<file path="src/rtl/pc_gen_ras.sv">
// rtl/pc_gen_ras.sv - fetch-stage PC generator with a circular return-address stack
module pc_gen_ras #(
    parameter int unsigned     PC_WIDTH     = 32,
    parameter logic [63:0]     RESET_VECTOR = 64'h0,
    parameter logic [63:0]     EXC_VECTOR   = 64'h0000_0080,
    parameter int unsigned     PC_INC       = 4,
    parameter int unsigned     RAS_DEPTH    = 4
) (
    input  logic                clk_i,
    input  logic                rst_i,
    input  logic                stall_i,
    input  logic                exc_i,
    input  logic                redirect_i,
    input  logic [PC_WIDTH-1:0] redirect_pc_i,
    input  logic                call_i,
    input  logic                jump_i,
    input  logic [PC_WIDTH-1:0] target_i,
    input  logic                ret_i,
    output logic [PC_WIDTH-1:0] pc_o,
    output logic                pc_valid_o,
    output logic                ras_empty_o,
    output logic                ras_full_o,
    output logic                ras_ovf_o,
    output logic                ras_unf_o
);

    localparam int unsigned PW = $clog2(RAS_DEPTH);
    localparam int unsigned CW = $clog2(RAS_DEPTH) + 1;

    localparam logic [PC_WIDTH-1:0] RESET_PC = PC_WIDTH'(RESET_VECTOR);
    localparam logic [PC_WIDTH-1:0] EXC_PC   = PC_WIDTH'(EXC_VECTOR);
    localparam logic [PC_WIDTH-1:0] INC      = PC_WIDTH'(PC_INC);
    localparam logic [CW-1:0]       DEPTH    = CW'(RAS_DEPTH);

    logic [PC_WIDTH-1:0] pc_q, pc_d;
    logic                valid_q, valid_d;
    logic [PW-1:0]       top_q, top_d;
    logic [CW-1:0]       count_q, count_d;
    logic                ovf_d, unf_d;
    logic                push;
    logic [PC_WIDTH-1:0] seq_pc;
    logic [PC_WIDTH-1:0] ras_q [RAS_DEPTH];

    // Natural-width add: carry out of the top bit is discarded, giving modulo wrap.
    assign seq_pc = pc_q + INC;

    always_comb begin
        pc_d    = pc_q;
        valid_d = valid_q;
        top_d   = top_q;
        count_d = count_q;
        ovf_d   = 1'b0;
        unf_d   = 1'b0;
        push    = 1'b0;

        if (!valid_q) begin
            valid_d = 1'b1;
        end else if (exc_i) begin
            pc_d = EXC_PC;
        end else if (redirect_i) begin
            pc_d = redirect_pc_i;
        end else if (stall_i) begin
            pc_d = pc_q;
        end else if (ret_i) begin
            if (count_q != '0) begin
                pc_d    = ras_q[top_q];
                top_d   = top_q - PW'(1);
                count_d = count_q - CW'(1);
            end else begin
                pc_d  = seq_pc;
                unf_d = 1'b1;
            end
        end else if (call_i) begin
            pc_d  = target_i;
            push  = 1'b1;
            top_d = top_q + PW'(1);
            // When full, the advancing pointer lands on the oldest entry and overwrites it.
            if (count_q == DEPTH) begin
                ovf_d = 1'b1;
            end else begin
                count_d = count_q + CW'(1);
            end
        end else if (jump_i) begin
            pc_d = target_i;
        end else begin
            pc_d = seq_pc;
        end
    end

    always_ff @(posedge clk_i or posedge rst_i) begin
        if (rst_i) begin
            pc_q        <= RESET_PC;
            valid_q     <= 1'b0;
            top_q       <= '0;
            count_q     <= '0;
            ras_empty_o <= 1'b1;
            ras_full_o  <= 1'b0;
            ras_ovf_o   <= 1'b0;
            ras_unf_o   <= 1'b0;
            for (int i = 0; i < int'(RAS_DEPTH); i++) begin
                ras_q[i] <= '0;
            end
        end else begin
            pc_q        <= pc_d;
            valid_q     <= valid_d;
            top_q       <= top_d;
            count_q     <= count_d;
            ras_empty_o <= (count_d == '0);
            ras_full_o  <= (count_d == DEPTH);
            ras_ovf_o   <= ovf_d;
            ras_unf_o   <= unf_d;
            if (push) begin
                ras_q[top_d] <= seq_pc;
            end
        end
    end

    assign pc_o       = pc_q;
    assign pc_valid_o = valid_q;

endmodule

</file>
<file path="config.mk">
export PLATFORM = sky130hd
export DESIGN_NAME = pc_gen_ras
export DESIGN_NICKNAME = d
export VERILOG_FILES = /design/src/rtl/pc_gen_ras.sv
export SDC_FILE = /design/constraint.sdc
export NUM_CORES = 1
export LEC_CHECK = 0
export ABC_CLOCK_PERIOD_IN_PS = 9400
export CORE_MARGIN = 3
export CORE_UTILIZATION = 50
export CTS_BUF_LIST = sky130_fd_sc_hd__clkbuf_2
export DETAILED_ROUTE_END_ITERATION = 6
export PLACE_DENSITY = 0.75
export SYNTH_ARGS = -nofsm -noshare
export SYNTH_HDL_FRONTEND = slang
export SYNTH_SLANG_ARGS = --single-unit
</file>
<file path="constraint.sdc">
create_clock -name clk_i -period 9.4 [get_ports clk_i]
set_clock_uncertainty 0.15 [all_clocks]
set_input_delay 1.41 -clock clk_i [delete_from_list [all_inputs] [get_ports clk_i]]
set_output_delay 1.41 -clock clk_i [all_outputs]
set_load 0.05 [all_outputs]
</file>
---- After elaboration in Yosys (flattened, before gate mapping) ----
Cells that the tools add are included.
W data, S select, Z words.
storage, ports and cells
  register bits ........................... 170
  bits of input ports ..................... 72
operators by class
  equal/unequal tests ..................... 3
  reductions and logical operators ........ 4
  bitwise gates (word level) .............. 2
  $add $sub $neg .......................... 5
  mux-type cells .......................... 47
  $lt $le $gt $ge ......................... 3
operators with widths
  operator                 count
  $mux W32                 10
  $bwmux W128              1
  $bmux W32 S2             1
  $demux W32 S2            1
  $add A32 B3 Y32 const B  1
  $mux W3                  8
  $mux W1                  19
  $mux W2                  7
  $eq A3 B3 Y1 const B     2
  $ge A3 B3 Y1 const B     2
  $not A2 Y3               2
  $add A3 B1 Y3 const B    1
  $logic_not A3 Y1         1
  $lt A3 B1 Y1 const B     1
  $ne A3 B1 Y1 const B     1
  $reduce_bool A3 Y1       1
  $sub A3 B1 Y3 const B    1
  $add A2 B1 Y2 const B    1
  $reduce_and A2 Y1        1
  $sub A2 B1 Y2 const B    1
  $logic_and A1 B1 Y1      1

---- Depth between registers and ports, before layout ----
  word-level depth ........................ 13
  gate-level depth with buffers ........... 10

---- Least setup slack after synthesis ----
OpenSTA, ideal clock, no wires.
  path kind ............................... input to register
  start point ............................. input redirect_i
  end point ............................... register ras_q[0] in the netlist's numbering
  data arrival time ....................... 2.962 ns
  path buffers ............................ 3
  path slack .............................. 6.160 ns
  stages .................................. 7
  required time ........................... 9.123 ns
  cells stage by stage .................... buf_2 > nor4b_4 > nand2_1 > or3_1 > buf_2 > buf_6 > mux2_1
on the way
  longest elaborated chain between the ends .. 9
RTL lines
  what                                                                line  source
  from (decl)                                                         13    input logic redirect_i,
  $mux W2                                                             60    end else if (redirect_i) begin
  $mux W2                                                             58    end else if (exc_i) begin
  $mux W2                                                             56    if (!valid_q) begin
  $not A2 Y3 (implied by the code)                                    113   ras_q[top_d] <= seq_pc;
  $ge A3 B3 Y1 (implied by the code) or $lt A3 B1 Y1 (tied branches)  113
  $logic_and A1 B1 Y1 (implied by the code)                           113
  $mux W32 (implied by the code)                                      113
  $demux W32 S2                                                       113
  $bwmux W128                                                         113
  to (signal, indexed assignment)                                     113
  to (decl)                                                           42    logic [PC_WIDTH-1:0] ras_q [RAS_DEPTH];
Parallel ways exist; a longest one is shown, timed or not.
A chain may end at the register's enable or synchronous reset.

---- Worst setup path in the final report ----
  start point ............................. register pc_q[2] (netlist: pc_o[2])
  end point ............................... output pc_o[2]
RTL lines
  what                    line  source
  from (decl)             35    logic [PC_WIDTH-1:0] pc_q, pc_d;
  from (signal assigned)  104   pc_q <= pc_d;
  to (decl)               19    output logic [PC_WIDTH-1:0] pc_o,
No word-level cell between the ends.

==> summary.txt <==
Run status
  – Outcome: finished clean

Setup path
  – Largest fanout on the critical path: 10
  – CP peak stage delay: 0.89 ns
  – CP top delay family: buffers and inverters
  – Worst endpoint required time: between 7 and 8 ns
  – Worst path cell trace: clkdlybuf4s50_1
  – CP arrival: approximately 2.3 ns
  – Critical path class: flop to primary output
  – Crit. End Element: primary output
  – CP bufs+invs: 1
  – Critical path launch point type: flop
  – CP max stage cell: clkdlybuf4s50_1

Clock network
  – CTS buffer count: 17
  – Clock Path Buffers: 2
  – CTS tree: yes
  – CTS Sinks: 170
  – Post-CTS Resized: 0
  – Post-CTS setup buffers: 0
  – CTS Root Cell: clkbuf_2
  – CTS HTree Levels: 4
  – Worst-path clk slew: approximately 0.25 ns
  – Clk_lat worst skew: between 0.7 and 0.8 ns
  – Cts hold-fix bufs: 0

STA
  – Setup TNS: 0 ns
  – Relative slew margins: 0.3347
  – Unrepaired setup endpoints after global routing: false
  – Slew Limit Fails: 0
  – Peak Freq: 258.8 MHz
  – Hold WS: 0.3605 ns
  – Hold Fails Final Rpt: 0
  – Final Cycle Share: 0.4111
  – Final min period: a little under 4 ns
  – Endpoints failing setup: 0
  – Slew @ Worst Pin: between 0.9 and 1 ns

Flow run
  – Max_cap viols: 0

Routing
  – Residual DRC: 0
  – Detail Route Antenna Nets: 0
  – Wirelength per Cell: roughly 21 µm
  – DR iter-0 viols: about 960
  – DR vias/cell: approximately 6.3
  – DR pass1 iterations: 5
  – Via count: 7,687
  – Total Wirelength: approximately 25 mm

Global routing
  – GRT Overall Usage: 0.2580
  – Initial antenna violation count: 1
  – First-pass GRT wire length: just under 40 mm
  – Vias in the first global route: between 7,000 and 8,000
  – Overflow after GRT: 0
  – Largest net degree at the start of global routing: 93

Layout
  – Cell Count, Final, Fillers Out: 1,226
  – Layout area overhead: 15.36%
  – Layout cells sized above 1: 0.1070
  – Final instance area: about 0.010 mm²
  – NumNets Final: 1,065
  – Fillers: about 1,500

Floorplanning
  – Die width: ~140 µm
  – IO Pins: 109
  – Core ar.: 0.01748 mm²
  – Initial Util: 0.5147
  – Num rows: 48
  – Die ar.: 0.01964 mm²
  – Chip height: about 140 µm

Synthesis
  – Dominant cells by area after synthesis: dfrtp_1, mux4_2, o21ai_0
  – Flops & latches, synth: 170
  – Ys async rst share: 1.000
  – Synthesized-area fraction occupied by adder cells: 0.005564
  – Synthesized cell area: about 0.009 mm²
  – Largest family of logic cells by synthesized area: compound AO/OA/AOI/OAI gates
  – YS warnings: 0
  – Yosys top cell area share: 0.4702
  – Area share of and/or/nand/nor cells after synthesis: 0.1632
  – Syn nets: 1,000
  – Gate count of the mapped netlist: between 900 and 1,000
  – Synthesized-area fraction occupied by ao, oa, aoi and oai cells: 0.1840
  – Commonest cells in the netlist: dfrtp_1, nand2_1, o21ai_0
  – Count leader, synth: dfrtp_1
  – Syn avg cell area: 9.735 µm²
  – Register area share after synthesis: 0.4731
  – Post-synth EDFFs: 0
  – Netlist cell types: 65
  – Multiplexer share of the synthesized area: 0.1046
  – Post-Synth XOR/XNOR Area: 0.02629
  – Top_reg_cell synth: dfrtp_1
  – Cell taking the most area after synthesis: dfrtp_1

Place
  – Post-DP Area: about 0.010 mm²
  – Dpl cells: 1,195
  – Hpwl dp: about 17 mm
  – Routability cong.: around 0.95
  – Port bufs: 108

Power and ir drop
  – Cell Pwr Density: 184.2 mW/mm²
  – Net switching share of the total power: 0.3702
  – P_int: about 0.0012 W
  – P_leak: approximately 4.2 nW
  – Clock network power share: 0.199
  – Peak VDD IR: ~160 µV
  – Register share of total power: 0.475
  – Sw Pwr: 0.0007076 W
  – Comb power frac: 0.326

Hold path
  – Hold/Removal Path Class: flop to flop
[path summary, 6_finish.rpt]
kind	start	to	slack, ns	cells past startpoint
setup / recovery	pc_o[2]$_DFFE_PP0P_	pc_o[2]	5.54	1
hold / removal	ras_q[17]$_DFFE_PP0P_	ras_q[17]$_DFFE_PP0P_	0.36	2
setup reg to reg	count_q[1]$_DFF_PP0_	pc_o[9]$_DFFE_PP0P_	6.50	7
hold reg to reg	ras_q[17]$_DFFE_PP0P_	ras_q[17]$_DFFE_PP0P_	0.36	2
max in group asynchronous	rst_i	pc_o[16]$_DFFE_PP0P_	6.52	3
min in group asynchronous	rst_i	ras_q[35]$_DFFE_PP0P_	1.01	2
[area by class of cell]
class | count | area (µm²) | share of cell area
Timing Repair Buffer | 120 | 1171 | 0.1129
Multi-Input combinational cell | 662 | 4375 | 0.4217
Tap cell | 225 | 281.5 | 0.02713
Clock buffer | 18 | 90.09 | 0.008682
Antenna cell | 1 | 2.502 | 0.0002412
Sequential cell | 170 | 4257 | 0.4102
Clock inverter | 12 | 126.4 | 0.01218
Inverter | 18 | 72.57 | 0.006994
[cells by family (layout without fill, tap and decap cells)]
| group | count (synthesis) | count (layout) |
|---|---|---|
| other cells | 1 | 2 |
| xor+xnor | 27 | 27 |
| buf+inv | 92 | 168 |
| flops | 170 | 170 |
| mux | 53 | 53 |
| compound gates | 263 | 263 |
| fa+ha+maj | 4 | 4 |
| simple gates | 314 | 314 |
[power groups by stage]
stage	clock network, W	logic (W)	registers [W]
floorplan	0	0.000393	0.000951
global placement	0	0.000609	0.000916
detailed placement	0	0.000618	0.000920
CTS	0.000386	0.000620	0.000906
global route	0.000412	0.000670	0.000921
finish	0.000381	0.000623	0.000908
[flip-flops by register name, indices dropped and copies added (netlist names)]
name	count
count_q	3
pc_o	32
pc_valid_o	1
ras_empty_o	1
ras_full_o	1
ras_ovf_o	1
ras_q	128
ras_unf_o	1
top_q	2
[layout by cell type, fill, tap and decap left out, drive strengths merged, types with 8 or more instances in the layout]
| master | instances |
|---|---|
| mux2 | 18 |
| nor2 | 69 |
| buf | 12 |
| a221o | 9 |
| clkdlybuf4s50 | 108 |
| o221ai | 12 |
| nand2 | 130 |
| a21oi | 55 |
| nand4 | 12 |
| nand3 | 21 |
| xnor2 | 20 |
| nor4 | 12 |
| nor3 | 22 |
| clkbuf | 18 |
| and2 | 10 |
| inv | 20 |
| o21ai | 110 |
| dfrtp | 169 |
| or3 | 8 |
| mux4 | 31 |
| o211ai | 10 |
[per-layer routing]
| layer | vias to the layer above | GRT usage | part of all wire |
|---|---|---|---|
| li1 | 3508 | - | - |
| met1 | 3738 | 0.3960 | 0.44 |
| met2 | 405 | 0.3695 | 0.44 |
| met3 | 36 | 0.05736 | 0.10 |
| met4 | 0 | 0.07649 | 0.018 |
| met5 | - | 0 | 0 |
[through the flow]
| stage | power, W | worst slack [ns] | util |
|---|---|---|---|
| finish | 0.001912 | 5.536 | 0.5937 |
| global route | 0.002003 | 5.476 | 0.5937 |
| CTS | 0.001912 | 5.487 | 0.5936 |
| detailed placement | 0.001538 | 4.870 | 0.5812 |
| global placement | 0.001524 | 4.945 | 0.5812 |
| floorplan | 0.001344 | 3.238 | - |
No activity file was read; power rests on OpenSTA's default activity.
